===== config.mk =====
export PLATFORM = sky130hd
export DESIGN_NAME = rom_download_sequencer_flat
export DESIGN_NICKNAME = d
export VERILOG_FILES = /design/src/rtl/rom_download_sequencer_if.sv /design/src/rtl/rom_download_sequencer.sv /design/src/flat_wrapper.sv
export SDC_FILE = /design/constraint.sdc
export NUM_CORES = 1
export LEC_CHECK = 0
export ABC_AREA = 1
export BUFFER_PORTS_ARGS = -buffer_cell sky130_fd_sc_hd__buf_4
export CAP_MARGIN = 10
export CORE_ASPECT_RATIO = 1.1
export CORE_MARGIN = 5
export CORE_UTILIZATION = 60
export CTS_BUF_LIST = sky130_fd_sc_hd__clkbuf_8
export CTS_CLUSTER_DIAMETER = 100
export DETAILED_ROUTE_END_ITERATION = 16
export PLACE_DENSITY = 0.86
export SYNTH_ARGS = -nofsm -noshare
export SYNTH_HDL_FRONTEND = slang
export SYNTH_SLANG_ARGS = --single-unit

===== constraint.sdc =====
create_clock -name clk_sys -period 2.4 [get_ports clk_sys]
set_input_delay 0 -clock clk_sys [delete_from_list [all_inputs] [get_ports clk_sys]]
set_output_delay 0 -clock clk_sys [all_outputs]
set_load 0.005 [all_outputs]

===== src/rtl/rom_download_sequencer_if.sv =====
// ---------------------------------------------------------------------------
// rom_download_sequencer_if
//   Bundles the data_io download stream and the two SDRAM toggle-handshake
//   write ports that the ROM download sequencer sits between.
//
//   master : the sequencer (consumes ioctl_*, issues port writes)
//   slave  : the environment (data_io + sdram controller side)
//
//   ioctl_downl/ioctl_wr/ioctl_addr/ioctl_dout : download stream from data_io
//   ioctl_wait                                 : back-pressure to data_io
//   portN_req/portN_ack                        : toggle request / toggle ack
//   portN_a/portN_ds/portN_d/portN_we          : word address, byte selects,
//                                                write data, write enable
// ---------------------------------------------------------------------------
interface rom_download_sequencer_if;
    logic        ioctl_downl;
    logic        ioctl_wr;
    logic [24:0] ioctl_addr;
    logic [7:0]  ioctl_dout;
    logic        ioctl_wait;

    logic        port1_req;
    logic        port1_ack;
    logic [22:0] port1_a;
    logic [1:0]  port1_ds;
    logic [15:0] port1_d;
    logic        port1_we;

    logic        port2_req;
    logic        port2_ack;
    logic [22:0] port2_a;
    logic [1:0]  port2_ds;
    logic [15:0] port2_d;
    logic        port2_we;

    modport master (
        input  ioctl_downl, ioctl_wr, ioctl_addr, ioctl_dout,
        input  port1_ack, port2_ack,
        output ioctl_wait,
        output port1_req, port1_a, port1_ds, port1_d, port1_we,
        output port2_req, port2_a, port2_ds, port2_d, port2_we
    );

    modport slave (
        output ioctl_downl, ioctl_wr, ioctl_addr, ioctl_dout,
        output port1_ack, port2_ack,
        input  ioctl_wait,
        input  port1_req, port1_a, port1_ds, port1_d, port1_we,
        input  port2_req, port2_a, port2_ds, port2_d, port2_we
    );
endinterface


===== src/rtl/rom_download_sequencer.sv =====
// ---------------------------------------------------------------------------
// rom_download_sequencer
//   Streams ROM bytes arriving from data_io into SDRAM. Every byte goes to
//   port1 (CPU image); bytes at or above BG_BASE additionally go to port2
//   (merged background/sprite graphics) with the address rebased. data_io is
//   held off through ioctl_wait until every issued write is acknowledged.
//   Also tracks load completion and generates the core's active-low reset
//   with a post-load hold period.
//
// Ports:
//   clk_sys          system clock (48 MHz domain)
//   reset            asynchronous active-low reset
//   bus              download stream + two SDRAM write ports (master side)
//   user_reset       OSD/button reset request, active-high
//   rom_loaded       sticky, set at the end of the first download
//   core_reset_n     core reset, active-low
//   ack_timeout_err  sticky, an acknowledge never arrived
//   overrun_err      sticky, a byte strobe arrived while a write was busy
// ---------------------------------------------------------------------------
module rom_download_sequencer #(
    parameter logic [24:0] BG_BASE     = 25'h00C000,
    parameter logic [7:0]  ACK_TIMEOUT = 8'd255,
    parameter logic [15:0] RESET_HOLD  = 16'd1024
) (
    input  logic                            clk_sys,
    input  logic                            reset,
    rom_download_sequencer_if.master        bus,
    input  logic                            user_reset,
    output logic                            rom_loaded,
    output logic                            core_reset_n,
    output logic                            ack_timeout_err,
    output logic                            overrun_err
);

    localparam logic [1:0] ST_IDLE  = 2'd0;
    localparam logic [1:0] ST_ISSUE = 2'd1;
    localparam logic [1:0] ST_WAIT  = 2'd2;

    // Byte-lane select for a 16-bit word: high lane when the select bit is set.
    function automatic logic [1:0] lane_select(input logic hi);
        return {hi, ~hi};
    endfunction

    // A byte is written to both lanes; ds picks the one that lands.
    function automatic logic [15:0] lane_data(input logic [7:0] b);
        return {b, b};
    endfunction

    logic        wr_d_r;
    logic        downl_d_r;
    logic [1:0]  state_r;
    logic [1:0]  state_nxt_s;
    logic        wait_r;

    logic [22:0] p1_a_lat_r;
    logic        p1_hi_lat_r;
    logic [22:0] p2_a_lat_r;
    logic        p2_hi_lat_r;
    logic [7:0]  byte_lat_r;
    logic        need2_r;

    logic        port1_req_r;
    logic [22:0] port1_a_r;
    logic [1:0]  port1_ds_r;
    logic [15:0] port1_d_r;
    logic        port2_req_r;
    logic [22:0] port2_a_r;
    logic [1:0]  port2_ds_r;
    logic [15:0] port2_d_r;
    logic        we_r;

    logic [7:0]  tmo_cnt_r;
    logic        ack_timeout_err_r;
    logic        overrun_err_r;
    logic        end_pend_r;
    logic        rom_loaded_r;
    logic [15:0] hold_cnt_r;
    logic        core_reset_n_r;

    logic        edge_s;
    logic        fall_s;
    logic        done_s;
    logic        timeout_s;
    logic        cause_s;
    logic [23:0] bg_s;

    // Only the low 24 bits of the rebased address are ever used, so the
    // subtraction wraps freely; bit 24 only matters for the BG_BASE compare.
    assign bg_s      = bus.ioctl_addr[23:0] - BG_BASE[23:0];
    assign edge_s    = bus.ioctl_wr & ~wr_d_r & bus.ioctl_downl;
    assign fall_s    = ~bus.ioctl_downl & downl_d_r;
    assign done_s    = (bus.port1_ack == port1_req_r) &&
                       (~need2_r || (bus.port2_ack == port2_req_r));
    assign timeout_s = (tmo_cnt_r == ACK_TIMEOUT);
    assign cause_s   = ~rom_loaded_r | bus.ioctl_downl | user_reset;

    // Next-state logic of the write sequencer.
    always_comb begin
        state_nxt_s = state_r;
        case (state_r)
            ST_IDLE: begin
                if (edge_s) begin
                    state_nxt_s = ST_ISSUE;
                end else begin
                    state_nxt_s = ST_IDLE;
                end
            end
            ST_ISSUE: begin
                state_nxt_s = ST_WAIT;
            end
            ST_WAIT: begin
                if (done_s || timeout_s) begin
                    state_nxt_s = ST_IDLE;
                end else begin
                    state_nxt_s = ST_WAIT;
                end
            end
            default: begin
                state_nxt_s = ST_IDLE;
            end
        endcase
    end

    // Sequencer state, byte latch, port request generation and error flags.
    always_ff @(posedge clk_sys or negedge reset) begin
        if (!reset) begin
            wr_d_r            <= 1'b0;
            downl_d_r         <= 1'b0;
            state_r           <= ST_IDLE;
            wait_r            <= 1'b0;
            p1_a_lat_r        <= 23'd0;
            p1_hi_lat_r       <= 1'b0;
            p2_a_lat_r        <= 23'd0;
            p2_hi_lat_r       <= 1'b0;
            byte_lat_r        <= 8'd0;
            need2_r           <= 1'b0;
            port1_req_r       <= 1'b0;
            port1_a_r         <= 23'd0;
            port1_ds_r        <= 2'd0;
            port1_d_r         <= 16'd0;
            port2_req_r       <= 1'b0;
            port2_a_r         <= 23'd0;
            port2_ds_r        <= 2'd0;
            port2_d_r         <= 16'd0;
            we_r              <= 1'b0;
            tmo_cnt_r         <= 8'd0;
            ack_timeout_err_r <= 1'b0;
            overrun_err_r     <= 1'b0;
        end else begin
            wr_d_r    <= bus.ioctl_wr;
            downl_d_r <= bus.ioctl_downl;
            state_r   <= state_nxt_s;
            // Registered form of (state != IDLE): same timing as decoding
            // the state combinationally.
            wait_r    <= (state_nxt_s != ST_IDLE);
            we_r      <= bus.ioctl_downl;

            if ((state_r == ST_IDLE) && edge_s) begin
                p1_a_lat_r  <= bus.ioctl_addr[23:1];
                p1_hi_lat_r <= bus.ioctl_addr[0];
                p2_a_lat_r  <= {bg_s[23:14], bg_s[12:0]};
                p2_hi_lat_r <= bg_s[13];
                byte_lat_r  <= bus.ioctl_dout;
                need2_r     <= (bus.ioctl_addr >= BG_BASE);
            end else begin
                p1_a_lat_r  <= p1_a_lat_r;
                p1_hi_lat_r <= p1_hi_lat_r;
                p2_a_lat_r  <= p2_a_lat_r;
                p2_hi_lat_r <= p2_hi_lat_r;
                byte_lat_r  <= byte_lat_r;
                need2_r     <= need2_r;
            end

            // Strobes that arrive while a write is in flight are discarded.
            if (edge_s && (state_r != ST_IDLE)) begin
                overrun_err_r <= 1'b1;
            end else begin
                overrun_err_r <= overrun_err_r;
            end

            if (state_r == ST_ISSUE) begin
                port1_a_r   <= p1_a_lat_r;
                port1_ds_r  <= lane_select(p1_hi_lat_r);
                port1_d_r   <= lane_data(byte_lat_r);
                port1_req_r <= ~port1_req_r;
                // port2 keeps the previous graphics write when not targeted.
                if (need2_r) begin
                    port2_a_r   <= p2_a_lat_r;
                    port2_ds_r  <= lane_select(p2_hi_lat_r);
                    port2_d_r   <= lane_data(byte_lat_r);
                    port2_req_r <= ~port2_req_r;
                end else begin
                    port2_a_r   <= port2_a_r;
                    port2_ds_r  <= port2_ds_r;
                    port2_d_r   <= port2_d_r;
                    port2_req_r <= port2_req_r;
                end
                tmo_cnt_r <= 8'd0;
            end else if ((state_r == ST_WAIT) && !done_s && !timeout_s) begin
                tmo_cnt_r <= tmo_cnt_r + 8'd1;
            end else begin
                tmo_cnt_r <= tmo_cnt_r;
            end

            // A timed-out write is abandoned without re-toggling; the
            // request parity simply stays where it is.
            if ((state_r == ST_WAIT) && !done_s && timeout_s) begin
                ack_timeout_err_r <= 1'b1;
            end else begin
                ack_timeout_err_r <= ack_timeout_err_r;
            end
        end
    end

    // Load-complete flag: a download end seen while a write is still in
    // flight is remembered until the sequencer returns to IDLE.
    always_ff @(posedge clk_sys or negedge reset) begin
        if (!reset) begin
            end_pend_r   <= 1'b0;
            rom_loaded_r <= 1'b0;
        end else if ((fall_s || end_pend_r) && (state_nxt_s == ST_IDLE)) begin
            end_pend_r   <= 1'b0;
            rom_loaded_r <= 1'b1;
        end else if (fall_s) begin
            end_pend_r   <= 1'b1;
            rom_loaded_r <= rom_loaded_r;
        end else begin
            end_pend_r   <= end_pend_r;
            rom_loaded_r <= rom_loaded_r;
        end
    end

    // Core reset: held while any cause is present, then released after the
    // hold counter has run down to zero.
    always_ff @(posedge clk_sys or negedge reset) begin
        if (!reset) begin
            hold_cnt_r     <= RESET_HOLD;
            core_reset_n_r <= 1'b0;
        end else if (cause_s) begin
            hold_cnt_r     <= RESET_HOLD;
            core_reset_n_r <= 1'b0;
        end else if (hold_cnt_r != 16'd0) begin
            hold_cnt_r     <= hold_cnt_r - 16'd1;
            core_reset_n_r <= 1'b0;
        end else begin
            hold_cnt_r     <= hold_cnt_r;
            core_reset_n_r <= 1'b1;
        end
    end

    assign bus.ioctl_wait = wait_r;
    assign bus.port1_req  = port1_req_r;
    assign bus.port1_a    = port1_a_r;
    assign bus.port1_ds   = port1_ds_r;
    assign bus.port1_d    = port1_d_r;
    assign bus.port1_we   = we_r;
    assign bus.port2_req  = port2_req_r;
    assign bus.port2_a    = port2_a_r;
    assign bus.port2_ds   = port2_ds_r;
    assign bus.port2_d    = port2_d_r;
    assign bus.port2_we   = we_r;

    assign rom_loaded      = rom_loaded_r;
    assign core_reset_n    = core_reset_n_r;
    assign ack_timeout_err = ack_timeout_err_r;
    assign overrun_err     = overrun_err_r;

endmodule


===== src/flat_wrapper.sv =====
// flat-port wrapper written by rule: the top's interface ports become plain ports
module rom_download_sequencer_flat 
#(
    parameter logic [24:0] BG_BASE     = 25'h00C000,
    parameter logic [7:0]  ACK_TIMEOUT = 8'd255,
    parameter logic [15:0] RESET_HOLD  = 16'd1024
)
  (clk_sys, reset, user_reset, rom_loaded, core_reset_n, ack_timeout_err, overrun_err, bus_ioctl_downl, bus_ioctl_wr, bus_ioctl_addr, bus_ioctl_dout, bus_port1_ack, bus_port2_ack, bus_ioctl_wait, bus_port1_req, bus_port1_a, bus_port1_ds, bus_port1_d, bus_port1_we, bus_port2_req, bus_port2_a, bus_port2_ds, bus_port2_d, bus_port2_we);
  rom_download_sequencer_if bus_i ();
  input  logic clk_sys;
  input  logic reset;
  input  logic user_reset;
  output logic rom_loaded;
  output logic core_reset_n;
  output logic ack_timeout_err;
  output logic overrun_err;
  input wire logic [$bits(bus_i.ioctl_downl)-1:0] bus_ioctl_downl;
  input wire logic [$bits(bus_i.ioctl_wr)-1:0] bus_ioctl_wr;
  input wire logic [$bits(bus_i.ioctl_addr)-1:0] bus_ioctl_addr;
  input wire logic [$bits(bus_i.ioctl_dout)-1:0] bus_ioctl_dout;
  input wire logic [$bits(bus_i.port1_ack)-1:0] bus_port1_ack;
  input wire logic [$bits(bus_i.port2_ack)-1:0] bus_port2_ack;
  output wire logic [$bits(bus_i.ioctl_wait)-1:0] bus_ioctl_wait;
  output wire logic [$bits(bus_i.port1_req)-1:0] bus_port1_req;
  output wire logic [$bits(bus_i.port1_a)-1:0] bus_port1_a;
  output wire logic [$bits(bus_i.port1_ds)-1:0] bus_port1_ds;
  output wire logic [$bits(bus_i.port1_d)-1:0] bus_port1_d;
  output wire logic [$bits(bus_i.port1_we)-1:0] bus_port1_we;
  output wire logic [$bits(bus_i.port2_req)-1:0] bus_port2_req;
  output wire logic [$bits(bus_i.port2_a)-1:0] bus_port2_a;
  output wire logic [$bits(bus_i.port2_ds)-1:0] bus_port2_ds;
  output wire logic [$bits(bus_i.port2_d)-1:0] bus_port2_d;
  output wire logic [$bits(bus_i.port2_we)-1:0] bus_port2_we;
  assign bus_i.ioctl_downl = bus_ioctl_downl;
  assign bus_i.ioctl_wr = bus_ioctl_wr;
  assign bus_i.ioctl_addr = bus_ioctl_addr;
  assign bus_i.ioctl_dout = bus_ioctl_dout;
  assign bus_i.port1_ack = bus_port1_ack;
  assign bus_i.port2_ack = bus_port2_ack;
  assign bus_ioctl_wait = bus_i.ioctl_wait;
  assign bus_port1_req = bus_i.port1_req;
  assign bus_port1_a = bus_i.port1_a;
  assign bus_port1_ds = bus_i.port1_ds;
  assign bus_port1_d = bus_i.port1_d;
  assign bus_port1_we = bus_i.port1_we;
  assign bus_port2_req = bus_i.port2_req;
  assign bus_port2_a = bus_i.port2_a;
  assign bus_port2_ds = bus_i.port2_ds;
  assign bus_port2_d = bus_i.port2_d;
  assign bus_port2_we = bus_i.port2_we;
  rom_download_sequencer #(.BG_BASE(BG_BASE), .ACK_TIMEOUT(ACK_TIMEOUT), .RESET_HOLD(RESET_HOLD)) u_core (.clk_sys(clk_sys), .reset(reset), .bus(bus_i), .user_reset(user_reset), .rom_loaded(rom_loaded), .core_reset_n(core_reset_n), .ack_timeout_err(ack_timeout_err), .overrun_err(overrun_err));
endmodule

== Word level (Yosys, flattened, before mapping) ==
Cells that the tools add are included.

* Input bits: 40
* Register bits after elaboration: 175
* Bits in read-only memories: 0
* Memories kept: 0
* Logic and storage cells: 79
* Latch bits: 0
* Memory bits (writable): 0

* $mul: 0
* Equality and inequality tests: 5
* Bitwise logic cells: 13
* Shift-type cells: 0
* Muxes and demuxes: 11
* Div/mod/pow operators: 0
* $lt $le $gt $ge: 1
* $add $sub $neg: 3
* Reductions and logical operators: 21

{| class="wikitable"
|+ Operator list
! kind !! count
|-
| $mux W16 || 2
|-
| $ge A25 B16 Y1 const B || 1
|-
| $sub A24 B16 Y24 const B || 1
|-
| $mux W8 || 2
|-
| $reduce_bool A16 Y1 || 1
|-
| $sub A16 B1 Y16 const B || 1
|-
| $reduce_bool A2 Y1 || 5
|-
| $add A8 B1 Y8 const B || 1
|-
| $eq A8 B8 Y1 const B || 1
|-
| $not A1 Y1 || 8
|-
| $logic_and A1 B1 Y1 || 7
|-
| $pmux W2 S3 || 1
|-
| $mux W1 || 5
|-
| $logic_not A2 Y1 || 2
|-
| $and A1 B1 Y1 || 3
|-
| $logic_or A1 B1 Y1 || 3
|-
| $eq A1 B1 Y1 || 2
|-
| $eq A2 B1 Y1 const B || 1
|-
| $eq A2 B2 Y1 const B || 1
|-
| $logic_not A1 Y1 || 2
|-
| $mux W2 || 1
|-
| $or A1 B1 Y1 || 2
|-
| $reduce_and A2 Y1 || 1
|}

== Depth between registers and ports, before layout ==
Gate-level depths: netlist of run 1.

* Depth after elaboration: 9
* Gate-level depth with buffers: 9

== Worst setup path after synthesis of run 1 ==
Ideal clock, no wire load.

* Path type: reg2reg
* Start point: register u_core.hold_cnt_r[0]
* End point: register u_core.hold_cnt_r[11]
* Stages on the path, launching flop included: 8
* Setup time: 0.121 ns
* Required time: 2.279 ns
* Path buffers: 0
* Arrival: 1.260 ns
* Slack: 1.019 ns
* Clock period less this slack: 1.381 ns
* Cell sequence: dfrtp_1 -> inv_1 -> ha_1 -> nand2_1 -> nor2_1 -> nand3_1 -> clkinv_1 -> nor2_1

* Longest elaborated chain between the ends: 3

{| class="wikitable"
|+ Ends and longest elaborated chain
! element !! RTL line !! source
|-
| from (decl) || rom_download_sequencer.sv:77 || <nowiki>logic [15:0] hold_cnt_r;</nowiki>
|-
| from (signal assigned) || rom_download_sequencer.sv:243 || <nowiki>hold_cnt_r <= hold_cnt_r - 16'd1;</nowiki>
|-
| from (signal assigned) || rom_download_sequencer.sv:246 || <nowiki>hold_cnt_r <= hold_cnt_r;</nowiki>
|-
| $sub A16 B1 Y16 || rom_download_sequencer.sv:243 ||
|-
| $mux W16 || rom_download_sequencer.sv:242 || <nowiki>end else if (hold_cnt_r != 16'd0) begin</nowiki>
|-
| $mux W16 || rom_download_sequencer.sv:239 || <nowiki>end else if (cause_s) begin</nowiki>
|}

Parallel ways exist; a longest one is shown, timed or not. The select of a mux whose other input is x is not followed.
A chain may end at the register's enable or synchronous reset.

== Worst setup path after layout of run 1 ==
* Start point: register u_core.state_r[1]
* End point: register u_core.p2_a_lat_r[22]

* Longest elaborated chain between the ends: 2

{| class="wikitable"
|+ Ends and longest elaborated chain
! element !! RTL line !! source
|-
| from (decl) || rom_download_sequencer.sv:51 || <nowiki>logic [1:0] state_r;</nowiki>
|-
| from (signal assigned) || rom_download_sequencer.sv:152 || <nowiki>state_r <= state_nxt_s;</nowiki>
|-
| $logic_not A2 Y1 || rom_download_sequencer.sv:158 || <nowiki>if ((state_r == ST_IDLE) && edge_s) begin</nowiki>
|-
| $logic_and A1 B1 Y1 || rom_download_sequencer.sv:158 ||
|-
| to (signal assigned) || rom_download_sequencer.sv:161 || <nowiki>p2_a_lat_r <= {bg_s[23:14], bg_s[12:0]};</nowiki>
|-
| to (signal assigned) || rom_download_sequencer.sv:168 || <nowiki>p2_a_lat_r <= p2_a_lat_r;</nowiki>
|-
| to (decl) || rom_download_sequencer.sv:57 || <nowiki>logic [22:0] p2_a_lat_r;</nowiki>
|}

No other way between the ends.

==> metrics.md, run 1 <==
| Metric | Value |
|---|---|
| Warnings from Yosys | `0` |
| WP data arrival | `between 2 and 2.5 ns` |
| Setup CP Type | `reg -> reg` |
| Share of cells above drive strength 1 | `a little over a fifth` |
| Routability cong. | `around 0.87` |
| Post-cts resize count | `0` |
| Placeable Area | `0.01039 mm^2` |
| Via count | `between 5,000 and 6,000` |
| Clk root buf | `clkbuf_8` |
| Initial DRC count | `around 460` |
| Met2 Wirelength | `roughly 8500 um` |
| Initial antenna violation count | `1` |
| Latest clock arrival within the worst-skew pair | `approximately 0.45 ns` |
| Worst Path Required | `approximately 2.8 ns` |
| Syn-to-layout area delta | `28.46%` |
| Slew of the pin with the lowest slew margin | `a little under 0.5 ns` |
| Final worst-path cycle share | `79.20%` |
| Grt ovf | `0` |
| CTS max path bufs | `2` |
| DR top layer | `met4` |
| Leakage | `roughly 4.2 nW` |
| Avg WL per Cell | `around 16 um` |
| Ys flop type | `dfrtp_1` |
| Sink Count | `145` |
| Rel. slew slack | `around two thirds` |
| Async set or reset register ratio after synthesis | `100.0%` |
| Post-Syn Nets | `776` |
| Initial Utilization | `about three fifths` |
| Fin worst setup slack | `about 0.5 ns` |
| Fill cell count | `654` |
| DIE WIDTH | `between 100 and 150 um` |
| Distinct cells, synth | `35` |
| Synthesized flop and latch total | `roughly 150` |
| Total CTS buffers | `17` |
| Max cap viols | `0` |
| CTS tree | `done` |
| Syn Std Cell Area | `~0.0063 mm^2` |
| DRT met1 WL | `6289 um` |
| Pre-antenna DRT Iters | `5` |
| Worst-path clk slew | `approximately 0.08 ns` |
| Die area | `between 0.01 and 0.015 mm^2` |
| Clock skew | `0.01123 ns` |
| Crit path max fanout | `slightly above 70` |
| Status | `finished clean` |
| Post-synth EDFFs | `0` |
| Worst setup path startpoint | `u_core.state_r[1]` |
| Syn Area/Cell | `8.661 um^2` |
| Vias per cell | `5.299` |
| Vias in the first global route | `roughly 5,600` |
| Setup TNS | `0 ns` |
| Routed WL | `~17,000 um` |
| Die Y | `about 120 um` |
| Peak VDD IR | `approximately 0.65 mV` |
| DP HPWL | `about 10,000 um` |
| Pin count of the biggest net entering global routing | `72` |
| DRC | `0` |
| Routed wl met3 | `1285 um` |
| PD cells | `around 1100 mW/mm^2` |
| Antenna-violating nets left | `0` |
| GR Util All Layers | `between 20% and 30%` |
| First-pass GRT wire length | `between 20,000 and 30,000 um` |
| Peak Freq | `between 500 and 600 MHz` |
| RSZ-0062 raised after global routing | `no` |
| Hold Slack | `0.05149 ns` |
| Rows | `39` |
| Setup-failing EPs final | `0` |
| Final hold vios | `0` |
| Reg-to-reg slack, setup | `roughly 0.50 ns` |
| I/O pin total | `131` |
| Crit end category | `flop` |
| Worst flop-to-flop path startpoint | `u_core.state_r[1]` |
| Synth Instances | `733` |
| DP Worst Slack | `about 0.7 ns` |
| CP Launch Type | `flop` |
| Fin. max-slew vios | `0` |
| Hold path start | `bus_port2_ack` |
| Post-synthesis sequential area ratio | `between 50% and 60%` |
| Port bufs | `130` |
| Fin crit period | `roughly 1.9 ns` |
| CTS H-Tree Depth | `4` |
| Post-CTS Setup Bufs | `0` |
| Post-CTS Hold Fix Bufs | `40` |
| Worst min-delay path class | `in -> reg` |
| Fin nets | `930` |
[final timing paths]
kind	endpoint	depth (start not counted)
max in group asynchronous	u_core.bus.port1_a[17]	3
min	u_core.ack_timeout_err	6
max reg2reg	u_core.p2_a_lat_r[22]	7
min reg2reg	u_core.p1_a_lat_r[14]	2
max	u_core.p2_a_lat_r[22]	7
min in group asynchronous	u_core.hold_cnt_r[14]	2
[registers in the layout, summed over array words and instances (netlist names), 2 cells and up]
name                 cells
u_core.bus.port2_a      23
u_core.byte_lat_r        8
u_core.bus.port1_ds      2
u_core.hold_cnt_r       16
u_core.bus.port1_a      23
u_core.bus.port2_ds      2
u_core.tmo_cnt_r         8
u_core.bus.port1_d       8
u_core.p1_a_lat_r       11
u_core.p2_a_lat_r       23
u_core.bus.port2_d       8
u_core.state_r           2
[cells in the mapped netlist (6+ instances only)]
| cell | count | area [um^2] |
|---|---|---|
| nand2_1 | 233 | 874.6 |
| o21ai_0 | 76 | 380.4 |
| buf_6 | 6 | 67.56 |
| buf_2 | 7 | 35.03 |
| buf_4 | 18 | 135.1 |
| nand4_1 | 10 | 62.56 |
| nor2_1 | 69 | 259.0 |
| clkbuf_1 | 10 | 37.54 |
| dfrtp_1 | 144 | 3603 |
| or2_2 | 6 | 37.54 |
| inv_1 | 70 | 262.8 |
| nand3_1 | 35 | 175.2 |
[worst max-delay path: stages (launching register included)]
cell	delay, ns
dfrtp_1	0.42
inv_2	0.09
nand2_1	0.10
nor2_4	0.14
buf_12	0.26
nand3_1	0.12
dlygate4sd3_1	0.58
o211ai_2	0.08
[per-layer routing]
| layer | track usage (%) | up-vias |
|---|---|---|
| met5 | 0 | - |
| met4 | 11.13 | 0 |
| met3 | 7.296 | 55 |
| met2 | 45.72 | 259 |
| met1 | 33.31 | 2620 |
| li1 | - | 2593 |
[area by class of cell]
class	instances	area [um^2]	area share, %
timing repair buffer	176	1450	17.78
clock inverter	12	188.9	2.317
tap	143	178.9	2.194
multi-input combinational	472	2162	26.51
sequential	145	3630	44.51
antenna	1	2.502	0.03068
clock buffer	19	261.5	3.207
inverter	75	281.5	3.452
[cells by family after synthesis]
logic type      after synthesis  share of synthesized area [%]
simple gates                367                          24.44
flops                       145                          57.17
buf+inv                     116                          8.770
compound gates               97                          8.337
xor+xnor                      5                         0.6898
fa+ha+maj                     3                         0.5913
[where the power goes]
part | switching (W) | internal (W)
combinational | 0.00145 | 0.00145
clock | 0.000904 | 0.00128
sequential | 0.000653 | 0.00340
total | 0.00300 | 0.00613
[cell usage in the layout, fill, tap and decap left out, types with 2 or more instances in the layout]
master,instances
ha_1,3
inv_2,3
or2_2,6
buf_12,2
a31oi_1,3
dfrtp_1,144
nor2_4,4
xor2_1,4
nand4_1,10
clkinvlp_4,2
buf_4,133
clkbuf_8,19
bufinv_16,5
clkinv_1,2
o21ai_1,4
clkinv_2,4
o21ai_2,3
a21oi_1,2
nand3_1,35
inv_1,71
o21ai_0,76
nand2_2,2
nand3_2,4
nand2_1,233
o21a_1,3
dlygate4sd3_1,40
nor2_1,69
o21bai_1,2
[through the flow]
step	area [um^2]	std cells	utilization (%)	total power, W
3_5_place_dp	7302	971	70.25	0.006827
4_1_cts	8153	1042	78.44	0.009070
2_1_floorplan	6349	733	-	0.005347
3_3_place_gp	7302	971	70.25	0.006663
5_1_grt	8155	1043	78.46	0.009687
6_report	8155	1043	78.46	0.009134
Note: power is estimated with default switching activity, not from simulation.
==> inputs of run 2 (changes only) <==
--- a/config.mk
+++ b/config.mk
@@ -5,16 +5,16 @@
 export SDC_FILE = /design/constraint.sdc
 export NUM_CORES = 1
 export LEC_CHECK = 0
-export ABC_AREA = 1
+export ABC_AREA = 0
 export BUFFER_PORTS_ARGS = -buffer_cell sky130_fd_sc_hd__buf_4
 export CAP_MARGIN = 10
 export CORE_ASPECT_RATIO = 1.1
 export CORE_MARGIN = 5
-export CORE_UTILIZATION = 60
+export CORE_UTILIZATION = 56
 export CTS_BUF_LIST = sky130_fd_sc_hd__clkbuf_8
 export CTS_CLUSTER_DIAMETER = 100
 export DETAILED_ROUTE_END_ITERATION = 16
-export PLACE_DENSITY = 0.86
+export PLACE_DENSITY = 0.82
 export SYNTH_ARGS = -nofsm -noshare
 export SYNTH_HDL_FRONTEND = slang
 export SYNTH_SLANG_ARGS = --single-unit
==> constraint.sdc (replaced) <==
create_clock -name clk_sys -period 1.8 [get_ports clk_sys]
set_input_delay 0 -clock clk_sys [delete_from_list [all_inputs] [get_ports clk_sys]]
set_output_delay 0 -clock clk_sys [all_outputs]
set_load 0.005 [all_outputs]
==> run 2 against run 1 <==
  * The flow now finishes with violations (negative setup slack)
  * Non-clock buffer count rose by 18
  * Sequential power increased by 33%
  * Flip-flop and latch count unchanged
  * Clock-buffer cell count is 1 lower
  * Largest cell class unchanged
  * Global-route usage down 2.0 points
  * Final area barely moved
  * Synthesized cell count decreased by 18%
  * Via count is 7.8% lower
  * Combinational power up 29%
==> metrics.md, run 2 <==
| Metric | Value |
|---|---|
| Status | `finished with violations` |
| Failing checks | `negative setup slack` |
| I/O pin total | `131 (unchanged)` |
| Power Internal | `0.007704 W (+26%)` |
| Power, Total | `0.01142 W (+25%)` |
| Crit path max fanout | `4 (-94%)` |
| CP Launch Type | `flop` |
| CTS H-Tree Depth | `4 (unchanged)` |
| DIE WIDTH | `109.9 um (+1.7%)` |
| Ys flop type | `dfrtp_1` |
| CTS tree | `done` |
| DRC | `0 (unchanged)` |
| Post-route cell area | `0.008158 mm^2 (about the same)` |
| Antenna-violating nets left | `0 (unchanged)` |
| WP data arrival | `2.13 ns (-0.14 ns)` |
| Die Y | `119.9 um (+1.7%)` |
| Sw Pwr | `0.003714 W (+24%)` |
| Initial DRC count | `275 (-40%)` |
| Most frequent cells in the layout | `nand2_1, buf_4, dfrtp_1, dlygate4sd3_1, mux2_2` |
| Routed WL | `15,870 um (-4.6%)` |
| Pre-antenna DRT Iters | `5 (unchanged)` |
| Syn-to-layout area delta | `32.68%` |
| Slew of the pin with the lowest slew margin | `0.5418 ns (+0.04903 ns)` |
| CP bufs+invs | `1 (-2)` |
| Syn Std Cell Area | `0.006148 mm^2 (-3.2%)` |
| Finished Layout Cells | `934 (-10%)` |
| Synth Instances | `602 (-18%)` |
| Placed cell area | `0.007321 mm^2 (+0.26%)` |
| Leakage | `4.166 nW (-1.6%)` |
| Syn Area/Cell | `10.21 um^2 (+18%)` |
| Share of cells above drive strength 1 | `32.02% (+11 points)` |
| Initial antenna violation count | `0 (-1)` |
| Fin nets | `818 (-12%)` |
| Vias in the first global route | `5,313 (-5.4%)` |
| GR Util All Layers | `25.31% (-2.0 points)` |
| Peak VDD IR | `0.7809 mV (+20%)` |
| Synthesized flop and latch total | `145 (unchanged)` |
| Max cap viols | `0 (unchanged)` |
| Flop pwr share | `47.3% (+2.9 points)` |
| First-pass GRT wire length | `26,030 um (-5.3%)` |
| Latest clock arrival within the worst-skew pair | `0.44 ns (about the same)` |
| RSZ-0062 raised after global routing | `yes` |
| Async set or reset register ratio after synthesis | `100.0% (unchanged)` |
| Fin worst setup slack | `-0.005743 ns (-0.5049 ns)` |
| Leading cell type in the layout, fill and taps excluded | `nand2_1` |
| Sw Share | `32.53% (-0.37 points)` |
| Area contributors post-synth | `dfrtp_1, nand2_1, mux2_2` |
| Avg WL per Cell | `16.99 um (+6.5%)` |
| DP HPWL | `10,180 um (-2.8%)` |
| Grt ovf | `0 (unchanged)` |
| Post-synth EDFFs | `0 (unchanged)` |
| Setup CP Type | `reg -> reg` |
| Distinct cells, synth | `53 (+51%)` |
| Crit end category | `flop` |
| Placed instance count | `862 (-11%)` |
| Combinational fraction of design power | `32.7% (+0.9 points)` |
| Routability cong. | `0.8829 (+1.6%)` |
| Top cells by count, synth | `nand2_1, dfrtp_1, mux2_2` |
| Clock skew | `0.01367 ns (+0.002438 ns)` |
| Worst Path Required | `2.13 ns (-0.64 ns)` |
| Pin count of the biggest net entering global routing | `58 (-19%)` |
| Via count | `5,094 (-7.8%)` |
| Port bufs | `130 (unchanged)` |
| Vias per cell | `5.454 (+2.9%)` |
| Fin crit period | `1.806 ns (-0.09513 ns)` |
| Die area | `0.01318 mm^2 (+3.4%)` |
| Most frequent cell after synthesis | `nand2_1` |
| Peak Freq | `553.8 MHz (+5.3%)` |
| Slowest-stage cell, CP | `or3b_2` |
| Final worst-path cycle share | `100.3% (+21 points)` |
| Worst min-delay path class | `in -> async` |
| Initial Utilization | `56.61% (-4.5 points)` |
| Critical Path Max Stage Delay | `0.52 ns (-0.06 ns)` |
| Fin. max-slew vios | `0 (unchanged)` |
| Setup TNS | `-0.005743 ns (-0.005743 ns)` |
| Total CTS buffers | `17 (unchanged)` |
| Rel. slew slack | `63.88% (-3.3 points)` |
| Clock share of power | `20.0% (-3.9 points)` |
| Post-synthesis sequential area ratio | `59.04% (+1.9 points)` |
| Sink Count | `145 (unchanged)` |
| PD cells | `1400 mW/mm^2 (+25%)` |
| Post-Syn Nets | `645 (-17%)` |
| Final hold vios | `0 (unchanged)` |
| Area share of the largest cell type after synthesis | `58.61% (+1.8 points)` |
| Area leader, netlist | `dfrtp_1` |
| Worst path top cell family by delay | `simple AND/OR/NAND/NOR gates` |
| Placeable Area | `0.01086 mm^2 (+4.5%)` |
| Clk root buf | `clkbuf_8` |
| Worst-path clk slew | `0.08 ns (about the same)` |
| N_diodes | `0 (-1)` |
| Rows | `40 (+2.6%)` |
| Setup-failing EPs final | `1 (+1)` |
| CTS max path bufs | `2 (unchanged)` |
| Warnings from Yosys | `0 (unchanged)` |
| Fin util | `75.12% (-3.3 points)` |
| Crit-path cells | `inv_2 > ha_4 > or3b_2 > nor3_2 > a21oi_1 > a31o_2` |
-- run 2: cell types whose count changed in the layout (fill, tap and decap cells not counted), moves of 19 or more --
cell     before  now
inv_1        71    5
nor2_1       69    9
o21ai_0      76   16
mux2_2        0   32
nand3_1      35    9
buf_4       133  152
-- run 2: cells by family (layout without fill, tap and decap cells) --
kind of cell,Yosys count,count (layout),synth area share (%)
muxes,40,40,7.163
xor gates and xnor gates,12,12,1.710
AOI/OAI and AO/OA,48,48,4.884
and+or+nand+nor,308,308,22.59
buffers and inverters,46,231,4.009
adders and majority gates,3,3,0.6106
DFF,145,145,59.04
-- run 2: final timing paths --
| path | slack [ns] | end | cells after the start | start |
|---|---|---|---|---|
| max | -0.006 | u_core.hold_cnt_r[8] | 6 | u_core.hold_cnt_r[1] |
| min | 0.09 | u_core.p2_a_lat_r[9] | 2 | reset |
| max reg2reg | -0.006 | u_core.hold_cnt_r[8] | 6 | u_core.hold_cnt_r[1] |
| min reg2reg | 0.48 | u_core.ack_timeout_err | 1 | u_core.ack_timeout_err |
| max in group asynchronous | 1.02 | u_core.bus.port1_a[12] | 3 | reset |
| min in group clk_sys | 0.20 | u_core.ack_timeout_err | 4 | bus_port2_ack |
-- run 2: stage by stage --
step | hold slack, ns | setup slack (ns)
floorplan | -0.2956 | 0.07501
global placement | -0.005528 | 0.04275
detailed placement | 0.004447 | -0.06943
CTS | 0.08551 | 0.01219
global route | 0.1180 | -0.09431
finish | 0.08915 | -0.005743
-- run 2: per-layer routing --
| layer | wire (um) | vias to the layer above | share of wire [%] | track usage, % |
|---|---|---|---|---|
| met5 | 0 | - | 0 | 0 |
| met2 | 8241 | 234 | 52 | 42.15 |
| met3 | 1171 | 40 | 7.4 | 6.347 |
| met1 | 6054 | 2474 | 38 | 31.25 |
| met4 | 397 | 0 | 2.5 | 10.21 |
| li1 | - | 2346 | - | - |
-- run 2: power groups by stage --
stage | Sequential (W) | Combinational [W] | Clock, W
floorplan | 0.00528 | 0.00170 | 0
global placement | 0.00535 | 0.00347 | 0
detailed placement | 0.00542 | 0.00360 | 0
CTS | 0.00538 | 0.00371 | 0.00232
global route | 0.00555 | 0.00414 | 0.00247
finish | 0.00540 | 0.00373 | 0.00229
-- run 2: repair_timing --
action	4_1_cts	5_1_grt
resized for setup	9	11
buffers inserted	3	1
hold buffers	37	0
pin swaps	2	3
hold endpoints to repair	182	0
setup endpoints to repair	10	14
-- run 2: cell type report --
cell class              instances  area (um^2)
inverters                       6        22.52
clock inverters                13        98.84
repair buffers                194         1603
well taps                     147        183.9
clock buffers                  18        247.7
flip-flops and latches        145         3630
fillers                       707         2703
multi-input cells             411         2372
